[config.mk]
export PLATFORM = sky130hd
export DESIGN_NAME = bcd_binary_decoder_flat
export DESIGN_NICKNAME = d
export VERILOG_FILES = /design/src/rtl/bcd_binary_decoder_if.sv /design/src/rtl/bcd_binary_decoder.sv /design/src/flat_wrapper.sv
export SDC_FILE = /design/constraint.sdc
export NUM_CORES = 1
export LEC_CHECK = 0
export ABC_AREA = 1
export BUFFER_PORTS_ARGS = -buffer_cell sky130_fd_sc_hd__buf_2
export CAP_MARGIN = 30
export CORE_MARGIN = 3
export CORE_UTILIZATION = 55
export CTS_BUF_LIST = sky130_fd_sc_hd__clkbuf_8
export DETAILED_ROUTE_END_ITERATION = 12
export GPL_TIMING_DRIVEN = 1
export PLACE_DENSITY = 0.75
export SLEW_MARGIN = 5
export SYNTH_ARGS = -nofsm -noshare
export SYNTH_HDL_FRONTEND = slang
export SYNTH_SLANG_ARGS = --single-unit
[constraint.sdc]
create_clock -name clk -period 6.3 [get_ports clk]
set_clock_uncertainty 0.05 [all_clocks]
set_input_delay 0.315 -clock clk [delete_from_list [all_inputs] [get_ports clk]]
set_output_delay 0.315 -clock clk [all_outputs]
set_load 0.01 [all_outputs]
[src/rtl/bcd_binary_decoder_if.sv]
// ---------------------------------------------------------------------------
// bcd_binary_decoder_if
// Bundle of the BCD-to-binary converter's request and result signals.
//   convert      : start strobe (master -> slave)
//   bcd_in       : packed BCD digits, digit i at [i*4+:4] (master -> slave)
//   busy         : conversion in progress (slave -> master)
//   done         : one-cycle pulse, result outputs just updated (slave -> master)
//   bin_out      : converted binary value (slave -> master)
//   bcd_error    : last conversion held a digit above 9 (slave -> master)
//   bin_overflow : last conversion did not fit in bin_out (slave -> master)
// ---------------------------------------------------------------------------
interface bcd_binary_decoder_if #(
  parameter int BCD_DIGITS = 5,
  parameter int BIN_WIDTH  = 17
);
  logic                    convert;
  logic [BCD_DIGITS*4-1:0] bcd_in;
  logic                    busy;
  logic                    done;
  logic [BIN_WIDTH-1:0]    bin_out;
  logic                    bcd_error;
  logic                    bin_overflow;

  modport master (
    output convert, bcd_in,
    input  busy, done, bin_out, bcd_error, bin_overflow
  );

  modport slave (
    input  convert, bcd_in,
    output busy, done, bin_out, bcd_error, bin_overflow
  );
endinterface

[src/rtl/bcd_binary_decoder.sv]
// ---------------------------------------------------------------------------
// bcd_binary_decoder
// Sequential BCD-to-binary converter. A convert strobe in IDLE captures the
// packed digits; one digit per clock (most significant first) is folded into
// acc = acc*10 + digit; a final cycle publishes the registered result with a
// one-cycle done pulse.
// Ports:
//   clk   : rising-edge clock
//   rst_n : synchronous active-low reset
//   bus   : slave side of bcd_binary_decoder_if (see interface header)
// ---------------------------------------------------------------------------
module bcd_binary_decoder #(
  parameter int BCD_DIGITS = 5,
  parameter int BIN_WIDTH  = 17
) (
  input  logic                  clk,
  input  logic                  rst_n,
  bcd_binary_decoder_if.slave   bus
);

  localparam int SHIFT_W = BCD_DIGITS * 4;
  localparam int ACC_W   = BIN_WIDTH + 4;

  localparam logic [1:0] ST_IDLE   = 2'd0;
  localparam logic [1:0] ST_ACCUM  = 2'd1;
  localparam logic [1:0] ST_FINISH = 2'd2;

  localparam logic [2:0]           LAST_DIGIT = 3'(BCD_DIGITS - 1);
  // 2^BIN_WIDTH: parking value once the result is known not to fit
  localparam logic [ACC_W-1:0]     ACC_SAT    = {3'b000, 1'b1, {BIN_WIDTH{1'b0}}};
  localparam logic [BIN_WIDTH-1:0] BIN_ONES   = {BIN_WIDTH{1'b1}};
  localparam logic [BIN_WIDTH-1:0] BIN_ZERO   = {BIN_WIDTH{1'b0}};

  logic [1:0]           state_r;
  logic [SHIFT_W-1:0]   shift_r;
  logic [ACC_W-1:0]     acc_r;
  logic [2:0]           cnt_r;
  logic                 err_r;
  logic                 ovf_r;
  logic                 busy_r;
  logic                 done_r;
  logic [BIN_WIDTH-1:0] bin_out_r;
  logic                 bcd_error_r;
  logic                 bin_overflow_r;

  logic [3:0]           digit_s;
  logic [ACC_W-1:0]     step_s;
  logic                 step_ovf_s;

  // One accumulation step: acc*10 + top digit. acc never exceeds 2^BIN_WIDTH,
  // so acc*10 + 15 always fits in ACC_W bits and the step cannot wrap.
  always_comb begin
    digit_s    = shift_r[SHIFT_W-1 -: 4];
    step_s     = {acc_r[ACC_W-4:0], 3'b000}
               + {acc_r[ACC_W-2:0], 1'b0}
               + {{(ACC_W-4){1'b0}}, digit_s};
    step_ovf_s = |step_s[ACC_W-1:BIN_WIDTH];
  end

  // Control FSM, datapath registers and registered outputs.
  always_ff @(posedge clk) begin
    if (!rst_n) begin
      state_r        <= ST_IDLE;
      shift_r        <= {SHIFT_W{1'b0}};
      acc_r          <= {ACC_W{1'b0}};
      cnt_r          <= 3'd0;
      err_r          <= 1'b0;
      ovf_r          <= 1'b0;
      busy_r         <= 1'b0;
      done_r         <= 1'b0;
      bin_out_r      <= BIN_ZERO;
      bcd_error_r    <= 1'b0;
      bin_overflow_r <= 1'b0;
    end else begin
      case (state_r)
        ST_IDLE: begin
          done_r <= 1'b0;
          if (bus.convert) begin
            shift_r <= bus.bcd_in;
            acc_r   <= {ACC_W{1'b0}};
            cnt_r   <= 3'd0;
            err_r   <= 1'b0;
            ovf_r   <= 1'b0;
            busy_r  <= 1'b1;
            state_r <= ST_ACCUM;
          end else begin
            state_r <= ST_IDLE;
          end
        end

        ST_ACCUM: begin
          shift_r <= shift_r << 3'd4;
          cnt_r   <= cnt_r + 3'd1;
          // invalid digits are flagged but still enter the arithmetic as-is
          if (digit_s > 4'd9) begin
            err_r <= 1'b1;
          end else begin
            err_r <= err_r;
          end
          if (step_ovf_s) begin
            acc_r <= ACC_SAT;
            ovf_r <= 1'b1;
          end else begin
            acc_r <= step_s;
          end
          if (cnt_r == LAST_DIGIT) begin
            state_r <= ST_FINISH;
          end else begin
            state_r <= ST_ACCUM;
          end
        end

        ST_FINISH: begin
          // a digit error takes precedence over saturation
          if (err_r) begin
            bin_out_r <= BIN_ZERO;
          end else if (ovf_r) begin
            bin_out_r <= BIN_ONES;
          end else begin
            bin_out_r <= acc_r[BIN_WIDTH-1:0];
          end
          bcd_error_r    <= err_r;
          bin_overflow_r <= ovf_r;
          done_r         <= 1'b1;
          busy_r         <= 1'b0;
          state_r        <= ST_IDLE;
        end

        default: begin
          busy_r  <= 1'b0;
          done_r  <= 1'b0;
          state_r <= ST_IDLE;
        end
      endcase
    end
  end

  assign bus.busy         = busy_r;
  assign bus.done         = done_r;
  assign bus.bin_out      = bin_out_r;
  assign bus.bcd_error    = bcd_error_r;
  assign bus.bin_overflow = bin_overflow_r;

endmodule
[src/flat_wrapper.sv]
// flat-port wrapper written by rule: the top's interface ports become plain ports
module bcd_binary_decoder_flat 
#(
  parameter int BCD_DIGITS = 5,
  parameter int BIN_WIDTH  = 17
)
  (clk, rst_n, bus_convert, bus_bcd_in, bus_busy, bus_done, bus_bin_out, bus_bcd_error, bus_bin_overflow);
  bcd_binary_decoder_if #(.BCD_DIGITS(BCD_DIGITS), .BIN_WIDTH(BIN_WIDTH)) bus_i ();
  input  logic clk;
  input  logic rst_n;
  input wire logic [$bits(bus_i.convert)-1:0] bus_convert;
  input wire logic [$bits(bus_i.bcd_in)-1:0] bus_bcd_in;
  output wire logic [$bits(bus_i.busy)-1:0] bus_busy;
  output wire logic [$bits(bus_i.done)-1:0] bus_done;
  output wire logic [$bits(bus_i.bin_out)-1:0] bus_bin_out;
  output wire logic [$bits(bus_i.bcd_error)-1:0] bus_bcd_error;
  output wire logic [$bits(bus_i.bin_overflow)-1:0] bus_bin_overflow;
  assign bus_i.convert = bus_convert;
  assign bus_i.bcd_in = bus_bcd_in;
  assign bus_busy = bus_i.busy;
  assign bus_done = bus_i.done;
  assign bus_bin_out = bus_i.bin_out;
  assign bus_bcd_error = bus_i.bcd_error;
  assign bus_bin_overflow = bus_i.bin_overflow;
  bcd_binary_decoder #(.BCD_DIGITS(BCD_DIGITS), .BIN_WIDTH(BIN_WIDTH)) u_core (.clk(clk), .rst_n(rst_n), .bus(bus_i));
endmodule
==> impl_results.md <==
- Normalized max-slew margin: between 40% and 50%
- Dpl cells: slightly below 700
- # setup viols final: 0
- Final hold violation count: 0
- Post-synth EDFFs: 0
- Htree depth: 3
- Initial Util: between 50% and 60%
- Slowest stage cell, crit path: fa_1
- Worst Hold Launch: bus_bcd_in[0]
- Slew Limit Fails: 0
- Synthesized instance count: ~570
- Clock Path Buffers: 2
- Vias: 3893
- DRT Pass-1 Iters: 5
- Syn nets: ~630
- Status: completed
- Final worst path period share: between 40% and 50%
- Via/cell ratio: 5.49
- Worst slack, placed: 3.61 ns
- Worst VDD drop: roughly 0.00014 V
- Setup crit start kind: flop
- Layout cells sized above 1: around 16%
- Crit path buffers/inverters: 2
- Post-route ant nets: 0
- Yosys warns: 0
- Crit path max fanout: 18
- Clk Latency, worst-skew pair: approximately 0.33 ns
- CTS sink count: between 60 and 70
- Pin count of the biggest net entering global routing: 43
- Multi-input gate area: 0.00244 sq mm
- RSZ-0062 raised after global routing: no
- Worst reg2reg startpoint: u_core.acc_r[0]$_SDFFE_PN0P_
- Core region area: ~0.0073 sq mm
- First-pass GRT wire length: approximately 17000 um
- HPWL after DPL: about 7700 um
- Nets: approximately 670
- WHS Endpoint: u_core.shift_r[0]$_SDFFE_PN0P_
- Vias in the first global route: around 3600
- Part of the Yosys area used for sequential elements: 32.7%
- Hold buffer count at cts: 0
- Count leader, synth: nand2_1
- Final Cell Area: around 0.0046 sq mm
- CP Cell Sequence: inv_1, fa_1, inv_1, ha_1, nand2_1, nand2_1, nand3_1, nand2_2, nand3_2, nand2_1, nand2_1, nand2_2, nor2_8, nand4_1, a21oi_1
- Max Cap Viol: 0
- Area grow syn2layout: 10.1%
- Post-synth top area share: about a third
- Total grt overflow: 0
- # DRC: 0
- Die Y: 93.0 um
- Clock tree from TritonCTS: yes
- PD cells: approximately 190 mW/mm^2
- Worst hold path class: input port to flop
- Reg clk slew, reported paths: around 0.070 ns
- # diodes: 0
- Initial antenna violation count: 0
- Min Tclk post-route: 2.74 ns
- IO Pins: 44
- Cell Rows: 31
- Fill count: 700
- Mapped Area: approximately 0.0042 sq mm
- Synth top cells by count: 139 x nand2_1, 72 x a21oi_1, 68 x dfxtp_1, 53 x inv_1, 53 x o21ai_0
- LEAKAGE: 2.20 nW
- CP dominant cell by count: nand2_1
- R2r worst-path depth: 15
- CP arrival: around 2.9 ns
- Reg2Reg Setup Slack: around 3.6 ns
- Fmax: around 0.37 GHz
- Post-CTS Setup Inserts: 0
- Syn Area/Cell: between 7 and 8 sq um
- Final worst slack: around 3.6 ns
- Final Instance Count excl. Fillers: about 710
- PortBufs: 43
- Global-route usage over all layers: a little under a quarter
- Register Area: ~0.0014 sq mm
- CP peak stage delay: a little under 0.6 ns
- Family with the most delay on the worst path: simple AND/OR/NAND/NOR gates
- Wire per inst: 14.1 um
- Final TNS setup: 0 ns
- FF+latch count, synth: 68
- Hold Path Depth: 3
- Die Area: around 0.0086 sq mm
- Leading post-synthesis cells by cell area: dfxtp_1 33%, nand2_1 13%, ha_1 11%
- Largest area contributor in the netlist: dfxtp_1
- Placed Area: roughly 0.0044 sq mm
- CP Class: flop to flop
- Worst reg2reg path endpoint: u_core.acc_r[3]$_SDFFE_PN0P_
- Post-CTS resize count: 0
- Die Width: just over 90 um
- DRC marker count from the first detailed-route iteration: 214
- Measured slew at the worst slew-check pin: 0.757 ns
- CTS Buf Count: 9
- Post-Route WL: 10000 um
- Worst Hold Slack: ~0.18 ns
- Gpl congestion: between 0.9 and 1
- Root Buffer Master: clkbuf_8
- Ys async rst share: 0%
- Setup crit end kind: flop
- Worst EP required: approximately 6.5 ns
- Ys flop type: dfxtp_1
- Netlist cell types: 38
==> power by group <==
group | switching, mW | internal (mW) | leakage, nW | total, mW
sequential | 0.0109 | 0.446 | 0.553 | 0.457
combinational | 0.0552 | 0.0297 | 1.54 | 0.0849
clock | 0.156 | 0.189 | 0.0979 | 0.345
total | 0.222 | 0.665 | 2.20 | 0.887
==> cells in the final DEF (no fill, tap or decap) <==
cell / count
nand2_1: 139
a21oi_1: 72
dfxtp_1: 68
inv_1: 53
o21ai_0: 53
buf_2: 43
ha_1: 38
nor2_1: 26
nand4_1: 18
nand2_2: 14
nand3_1: 12
clkbuf_8: 10
xnor2_1: 8
nor2_2: 6
nand3b_1: 5
nand3_2: 4
inv_2: 3
a21oi_2: 3
xor2_1: 3
nor3_1: 3
clkinv_2: 3
buf_4: 3
o21bai_1: 2
o21ai_1: 2
nor2_8: 2
and2_1: 2
or2_2: 2
fa_1: 2
nor3_4: 1
nor3_2: 1
nand2_4: 1
or2_1: 1
nand4_2: 1
a311oi_1: 1
o211ai_1: 1
a221oi_1: 1
clkinvlp_4: 1
bufinv_16: 1
buf_8: 1
==> cell families (layout without fill, tap and decap cells) <==
logic type / count (synthesis) / in the layout / share of synthesized area (%)
compound gates: 135 / 135 / 16.9
xor+xnor: 11 / 11 / 2.31
fa+ha+maj: 40 / 40 / 12.4
buf+inv: 79 / 118 / 8.63
flops: 68 / 68 / 32.7
simple gates: 238 / 238 / 27.1
==> final cells by class <==
cell class | count | area share, %
tap | 99 | 2.70
inverter | 56 | 4.59
clock inverter | 5 | 1.15
clock buffer | 10 | 3.00
multi-input combinational | 424 | 53.3
sequential | 68 | 29.7
timing repair buffer | 47 | 5.51
==> worst max-delay path by stage <==
stage                     slack (ns)                             end  depth (start not counted)                         start
final                           3.56    u_core.acc_r[3]$_SDFFE_PN0P_                         15  u_core.acc_r[0]$_SDFFE_PN0P_
after global routing            3.36    u_core.acc_r[3]$_SDFFE_PN0P_                         12  u_core.acc_r[2]$_SDFFE_PN0P_
after CTS                       3.58    u_core.acc_r[3]$_SDFFE_PN0P_                         12  u_core.acc_r[0]$_SDFFE_PN0P_
after detailed placement        3.61    u_core.acc_r[7]$_SDFFE_PN0P_                         12  u_core.acc_r[0]$_SDFFE_PN0P_
after global placement          3.67  u_core.shift_r[7]$_SDFFE_PN0P_                          7  u_core.state_r[0]$_SDFF_PN0_
after floorplan                 3.81   u_core.acc_r[15]$_SDFFE_PN0P_                         13  u_core.acc_r[0]$_SDFFE_PN0P_
==> metrics by stage <==
| stage | power (mW) | util, % |
|---|---|---|
| after detailed placement | 0.550 | 60.1 |
| final | 0.887 | 62.9 |
| after global placement | 0.545 | 59.9 |
| after global routing | 0.925 | 62.9 |
| after floorplan | 0.527 | - |
| after CTS | 0.891 | 62.7 |
==> metal layers <==
metal	vias up	global-route usage (%)	share of wire, %
li1	1979	-	-
met1	1783	29.6	44
met2	104	41.0	49
met3	27	4.26	3.9
met4	0	9.52	3.7
met5	-	0	0
==> registers in the layout, indices dropped and copies added (netlist names) <==
signal and cells:
u_core.bus.bin_overflow 1, u_core.bus.done 1, u_core.err_r 1, u_core.bus.busy 1, u_core.acc_r 20, u_core.cnt_r 3
u_core.bus.bin_out 17, u_core.bus.bcd_error 1, u_core.ovf_r 1, u_core.shift_r 20, u_core.state_r 2
==> worst register-to-register path, delay by kind of cell, from the launching register on <==
kind	cells	cell delay, ns
DFF	1	0.37
AOI/OAI and AO/OA	1	0.16
buffers and inverters	2	0.13
and+or+nand+nor	10	1.06
adders and majority gates	2	0.89
Note: power is estimated with default switching activity, not from simulation.
